$ cat src/rtl/mem_arbiter.sv
// Two-master (CPU, loader) arbiter in front of one shared memory port.
// Each access runs IDLE -> ACCESS -> RESP, with a direct hand-off from RESP to a waiting master.
module mem_arbiter #(
   parameter int WIDTH = 32,
   parameter int RR_EN = 1
) (
   input  logic             clk,
   input  logic             reset,
   input  logic             cpu_req,
   input  logic             cpu_we,
   input  logic [WIDTH-1:0] cpu_addr,
   input  logic [WIDTH-1:0] cpu_wdata,
   output logic             cpu_ack,
   output logic [WIDTH-1:0] cpu_rdata,
   input  logic             ld_req,
   input  logic             ld_we,
   input  logic [WIDTH-1:0] ld_addr,
   input  logic [WIDTH-1:0] ld_wdata,
   output logic             ld_ack,
   output logic [WIDTH-1:0] ld_rdata,
   output logic [WIDTH-1:0] mem_addr,
   output logic [WIDTH-1:0] mem_wdata,
   output logic             mem_read,
   output logic             mem_write,
   input  logic [WIDTH-1:0] mem_rdata,
   output logic [1:0]       owner,
   output logic             proto_err
);

   typedef enum logic [1:0] {S_IDLE, S_ACCESS, S_RESP} state_t;

   localparam logic [1:0] OWN_NONE = 2'b00;
   localparam logic [1:0] OWN_CPU  = 2'b01;
   localparam logic [1:0] OWN_LD   = 2'b10;
   localparam logic       RR       = (RR_EN != 0);

   state_t           r_state;
   logic [1:0]       r_owner;
   logic             r_we;
   logic             r_last_ld;
   logic             r_cpu_ack;
   logic             r_ld_ack;
   logic [WIDTH-1:0] r_cpu_rdata;
   logic [WIDTH-1:0] r_ld_rdata;
   logic [WIDTH-1:0] r_mem_addr;
   logic [WIDTH-1:0] r_mem_wdata;
   logic             r_mem_read;
   logic             r_mem_write;
   logic             r_proto_err;

   logic             w_pick_ld;
   logic             w_own_req;
   logic             w_hand;
   logic             w_grant;
   logic             w_grant_ld;
   logic             w_g_we;
   logic [WIDTH-1:0] w_g_addr;
   logic [WIDTH-1:0] w_g_wdata;

   // In fixed-priority mode a CPU RESP falls back to IDLE, where the CPU wins again,
   // so the loader only gets in once cpu_req is low.
   always_comb begin
      w_pick_ld  = ld_req & (~cpu_req | (RR & ~r_last_ld));
      w_own_req  = (r_owner == OWN_LD) ? ld_req : cpu_req;
      w_hand     = (r_owner == OWN_CPU) ? (ld_req & RR) : cpu_req;
      w_grant_ld = (r_state == S_RESP) ? (r_owner == OWN_CPU) : w_pick_ld;
      w_grant    = 1'b0;
      case (r_state)
         S_IDLE:  w_grant = cpu_req | ld_req;
         S_RESP:  w_grant = w_hand;
         default: w_grant = 1'b0;
      endcase
      w_g_we    = w_grant_ld ? ld_we    : cpu_we;
      w_g_addr  = w_grant_ld ? ld_addr  : cpu_addr;
      w_g_wdata = w_grant_ld ? ld_wdata : cpu_wdata;
   end

   always_ff @(posedge clk or posedge reset) begin
      if (reset) begin
         r_state     <= S_IDLE;
         r_owner     <= OWN_NONE;
         r_we        <= 1'b0;
         r_last_ld   <= 1'b1;
         r_cpu_ack   <= 1'b0;
         r_ld_ack    <= 1'b0;
         r_cpu_rdata <= '0;
         r_ld_rdata  <= '0;
         r_mem_addr  <= '0;
         r_mem_wdata <= '0;
         r_mem_read  <= 1'b0;
         r_mem_write <= 1'b0;
         r_proto_err <= 1'b0;
      end else begin
         r_cpu_ack   <= 1'b0;
         r_ld_ack    <= 1'b0;
         r_mem_read  <= 1'b0;
         r_mem_write <= 1'b0;
         if (r_state != S_IDLE && !w_own_req)
            r_proto_err <= 1'b1;
         case (r_state)
            S_IDLE, S_RESP: begin
               if (w_grant) begin
                  r_state     <= S_ACCESS;
                  r_owner     <= w_grant_ld ? OWN_LD : OWN_CPU;
                  r_last_ld   <= w_grant_ld;
                  r_we        <= w_g_we;
                  r_mem_addr  <= w_g_addr;
                  r_mem_wdata <= w_g_wdata;
                  r_mem_read  <= ~w_g_we;
                  r_mem_write <= w_g_we;
               end else begin
                  r_state <= S_IDLE;
                  r_owner <= OWN_NONE;
               end
            end
            S_ACCESS: begin
               r_state <= S_RESP;
               if (r_owner == OWN_LD) begin
                  r_ld_ack <= 1'b1;
                  if (!r_we) r_ld_rdata <= mem_rdata;
               end else begin
                  r_cpu_ack <= 1'b1;
                  if (!r_we) r_cpu_rdata <= mem_rdata;
               end
            end
            default: begin
               r_state <= S_IDLE;
               r_owner <= OWN_NONE;
            end
         endcase
      end
   end

   assign cpu_ack   = r_cpu_ack;
   assign ld_ack    = r_ld_ack;
   assign cpu_rdata = r_cpu_rdata;
   assign ld_rdata  = r_ld_rdata;
   assign mem_addr  = r_mem_addr;
   assign mem_wdata = r_mem_wdata;
   assign mem_read  = r_mem_read;
   assign mem_write = r_mem_write;
   assign owner     = r_owner;
   assign proto_err = r_proto_err;

   a_one_ack:    assert property (@(posedge clk) disable iff (reset) !(r_cpu_ack && r_ld_ack));
   a_one_strobe: assert property (@(posedge clk) disable iff (reset) !(r_mem_read && r_mem_write));

endmodule

$ cat config.mk
export PLATFORM = sky130hd
export DESIGN_NAME = mem_arbiter
export DESIGN_NICKNAME = d
export VERILOG_FILES = /design/src/rtl/mem_arbiter.sv
export SDC_FILE = /design/constraint.sdc
export NUM_CORES = 1
export LEC_CHECK = 0
export CORE_MARGIN = 2
export CORE_UTILIZATION = 43
export DETAILED_ROUTE_END_ITERATION = 7
export GPL_ROUTABILITY_DRIVEN = 0
export GPL_TIMING_DRIVEN = 0
export PLACE_DENSITY = 0.85
export SYNTH_ARGS = -nofsm -noshare
export SYNTH_HDL_FRONTEND = slang
export SYNTH_SLANG_ARGS = --single-unit
$ cat constraint.sdc
create_clock -name clk -period 8.4 [get_ports clk]
set_clock_uncertainty 0.15 [all_clocks]
set_input_delay 2.1 -clock clk [delete_from_list [all_inputs] [get_ports clk]]
set_output_delay 2.1 -clock clk [all_outputs]
set_load 0.01 [all_outputs]
# Yosys cells after proc, flatten, opt, wreduce, memory -nomap -nowiden
# Cells that the tools add are included.
dict set report totals {
  reg_bits 139
  input_bits 166
  out_inout_bits 135
  word_cells 53
}
dict set report classes {
  eq_ne 4
  muxes 20
  n_bitwise 8
  n_reduce_logical 8
}
# operator count
set op_table {}
lappend op_table {{$mux 32} 2}
lappend op_table {{$mux 1} 13}
lappend op_table {{$pmux 2 s2} 2}
lappend op_table {{$reduce_and 3->1} 2}
lappend op_table {{$not 1->1} 5}
lappend op_table {{$eq 2x1->1 const B} 2}
lappend op_table {{$eq 2x2->1 const B} 2}
lappend op_table {{$mux 2} 2}
lappend op_table {{$logic_not 2->1} 1}
lappend op_table {{$or 1x1->1} 2}
lappend op_table {{$pmux 1 s2} 1}
lappend op_table {{$reduce_and 2->1} 1}
lappend op_table {{$reduce_bool 2->1} 1}
lappend op_table {{$reduce_or 2->1} 1}
lappend op_table {{$and 1x1->1} 1}
lappend op_table {{$logic_and 1x1->1} 1}
lappend op_table {{$logic_not 1->1} 1}

# Logic depth before layout (Yosys ltp)
dict set report depth {
  depth_word 8
  ltp_mapped 6
  depth_no_buf 5
}

# Least setup slack after synthesis
# Ideal clock, no wire load.
dict set report synth_timing {
  path_type {input to register}
  from {input cpu_req}
  to {register r_mem_addr[0], in the netlist mem_addr[0]}
  setup_ns 0.125
  arrival_ns 3.285
  required_ns 8.125
  path_slack_ns 4.840
  cell_stages 6
  n_path_buf 2
  cell_sequence {nand2_1 a31oi_1 buf_4 buf_6 mux2_1 mux2_2}
}
dict set report synth_via {
  elab_chain_len 5
  word_cells_on_any_way 9
  cone_classes {4 x mux; 4 x bitwise; 1 x reduce/logical}
}
# item line_no
set synth_lines {}
lappend synth_lines {{from (decl)} 9} ;# input logic cpu_req,
lappend synth_lines {{$not 1->1} 63} ;# w_pick_ld = ld_req & (~cpu_req | (RR & ~r_last_ld));
lappend synth_lines {{$or 1x1->1} 63}
lappend synth_lines {{$and 1x1->1} 63}
lappend synth_lines {{$mux 1} 66} ;# w_grant_ld = (r_state == S_RESP) ? (r_owner == OWN_CPU) : w_pick_ld;
lappend synth_lines {{$mux 32} 74} ;# w_g_addr = w_grant_ld ? ld_addr : cpu_addr;
lappend synth_lines {{to (signal assigned)} 107} ;# r_mem_addr <= w_g_addr;
lappend synth_lines {{to (decl)} 45} ;# logic [WIDTH-1:0] r_mem_addr;
# Several ways; a longest one is shown, not always the timed one.
# A chain may end at the register's enable or synchronous reset.

# Worst setup path in the final report
dict set report layout_timing {
  from {input cpu_req}
  to {register r_mem_wdata[25], in the netlist mem_wdata[25]}
}
dict set report layout_via {
  elab_chain_len 5
  word_cells_on_any_way 9
  cone_classes {4 x mux; 4 x bitwise; 1 x reduce/logical}
}
# item line_no
set layout_lines {}
lappend layout_lines {{$not 1->1} 63}
lappend layout_lines {{$or 1x1->1} 63}
lappend layout_lines {{$and 1x1->1} 63}
lappend layout_lines {{$mux 1} 66}
lappend layout_lines {{$mux 32} 75} ;# w_g_wdata = w_grant_ld ? ld_wdata : cpu_wdata;
lappend layout_lines {{to (signal assigned)} 108} ;# r_mem_wdata <= w_g_wdata;
lappend layout_lines {{to (decl)} 46} ;# logic [WIDTH-1:0] r_mem_wdata;
# Several ways; a longest one is shown, not always the timed one.

==> out/results.ini <==
[outcome]
status = finished, final reports clean

[synthesis]
ys_ff_latch = 139
yosysSeqAreaShare_pct = 58.4
ys.flop_type = dfrtp_1
syn_inst = 379
synth_top_area_share_pct = 58.0
synth_nets = 545
synth_edf_count = 0
syn_area_sq_mm = 0.00595
syn_area_per_cell_sq_um = 15.7
synth_top_cell_by_area = dfrtp_1
synthTopCellsByCount = 163 x mux2_2, 138 x dfrtp_1, 30 x mux2_1
yosysWarningCount = 0
yosysMostFrequentCell = mux2_2
synthTopCellsByArea = dfrtp_1 58%, mux2_2 31%, mux2_1 5.7%
async_reset_ff_share_pct = 100
synth_cell_types = 20

[final_layout]
drive_gt1_share_pct = 30.7
multiInputGateArea_sq_mm = 0.00234
layout.nets = 865
diodes = 0
fill_cells = 887
ff_latch_area_sq_mm = 0.00348
area_delta_synth_final_pct = 65.4
fin_area_sq_mm = 0.00984

[floorplan]
core_area_sq_mm = 0.0134
die_height_um = 122
die_area_sq_mm = 0.0148
die_x_um = 122
num_rows = 42
initial_core_util_pct = 44.4
ioPinCount = 301

[routing]
drc = 0
num_vias = 4373
dr.max_layer_used = met4
wl_met1_mm = 5.92
wl_per_cell_um = 18.9
drt_pass1_iterations = 4
wl_met3_mm = 1.69
drtIter0Drc = 123
wl_met2_mm = 8.72
routed_wl_mm = 16.8
detail_route.vias_per_cell = 4.93
ant_nets = 0

[critical_path]
arrival_ps = 4250
rrSetupSlack_ps = 5950
worstPathRequired_ps = 8550
startpoint = cpu_req
crit_fanout = 10
crit_path_end_kind = register
worstSetupStartpointType = input pin
rr_startpoint = owner[0]
reg2reg_depth = 6
path_class = in2reg
reg2reg_to = mem_wdata[25]

[grt]
grt.overflow.total = 0
antenna_found_initial = 0
track_usage_pct = 22.8
grt_max_degree = 74
grt_pass1_wl_mm = 25.4
first_global_vias = 4881

[sta]
fmax_mhz = 244
hold_viol_final = 0
fin_crit_sh_pct = 48.8
timing.hold.ws_ps = 325
slew_headroom_pct = 58.6
finalSetupViolations = 0
grt_setup_unrepaired = no
min_period_ps = 4100
timing.setup.tns_ps = 0
report.final.slew_viol_count = 0
worst_pin_slew_ps = 622

[hold_path]
min_from = proto_err
whs_endpoint = proto_err
min_path_cells = 1
hold_path.class = reg2reg

[placed_design]
numPortBuffers = 300
dp_hpwl_mm = 12.7
postPlaceCellArea_sq_mm = 0.00921

[clock_network]
cts_root_buf = clkbuf_16
cts_sinks = 139
numCtsBuffers = 17
cts_tree = done
clk_latency_ps = 410
cts_setup_buffers = 0
clk_path_buf_depth = 2
cts_resized = 0
clkTransAtPathRegs_ps = 60
htreeDepth = 4
hold_buffers = 0

[pwr]
power.leakage_nw = 4.10
p_per_area_mw_per_mm2 = 379
ir_worst_vdd_uv = 202

[job]
maxCapViolations = 0

area by class of cell:
type	instances	share of cell area, %
buffer	20	1.23
clock buffer	21	4.78
sequential	139	35.3
inverter	4	0.203
multi-input combinational	216	23.7
clock inverter	10	1.68
tap	176	2.24
timing repair buffer	301	30.8
sequential cells by signal, indices dropped and copies added (netlist names):
| signal | count |
|---|---|
| ld_ack | 1 |
| ld_rdata | 32 |
| proto_err | 1 |
| cpu_rdata | 32 |
| mem_addr | 32 |
| mem_wdata | 32 |
| r_state | 2 |
| mem_write | 1 |
| owner | 2 |
| mem_read | 1 |
| r_last_ld | 1 |
| cpu_ack | 1 |
| r_we | 1 |
stage by stage:
step,power [mW],setup slack [ps],std cells,utilization [%]
finish,3.73,4300,887,73.5
global route,3.92,4180,887,73.5
CTS,3.77,4290,887,73.5
detailed placement,2.95,3860,856,68.7
global placement,2.89,748,855,68.5
floorplan,2.01,2430,379,-
cells by family after synthesis:
group / share of synthesized area, %
mux: 37.2
flops: 58.4
buf+inv: 2.29
simple gates: 1.39
compound gates: 0.694
worst max path at each step:
stage,cells past startpoint,end
floorplan,1,cpu_ack
global placement,2,cpu_rdata[26]
detailed placement,7,mem_wdata[25]
CTS,7,mem_wdata[25]
global route,7,mem_wdata[25]
finish,7,mem_wdata[25]
cell usage in the layout, fill, tap and decap left out, types with 2 or more instances in the layout:
master,instances
clkinvlp_4,3
mux2_1,30
inv_1,3
clkbuf_16,17
mux2i_1,4
nand2b_1,5
mux2_2,163
dfrtp_1,138
clkinv_4,2
buf_6,3
buf_2,16
a22o_1,2
nand2_1,2
clkdlybuf4s50_1,300
clkbuf_8,3
bufinv_16,4
nor2_1,2
and2_1,2
routing by layer:
| metal | up-vias | global-route usage [%] |
|---|---|---|
| met1 | 2134 | 22.8 |
| li1 | 2004 | - |
| met3 | 32 | 9.55 |
| met5 | - | 0 |
| met4 | 0 | 9.91 |
| met2 | 203 | 41.4 |
where the power goes:
| part | switching (mW) | total, mW | internal [mW] | leakage (nW) |
|---|---|---|---|---|
| sequential | 0.178 | 1.19 | 1.01 | 1.66 |
| clock | 0.278 | 0.797 | 0.519 | 0.301 |
| combinational | 0.670 | 1.75 | 1.08 | 2.14 |
| total | 1.13 | 3.73 | 2.60 | 4.10 |
worst max-delay path, stage by stage:
cell and delay [ps]:
clkdlybuf4s50_1 530, nand2_1 80, a31oi_1 380, buf_4 310, buf_6 200, mux2_1 370, mux2_2 270
(Power assumes the default switching activity.)
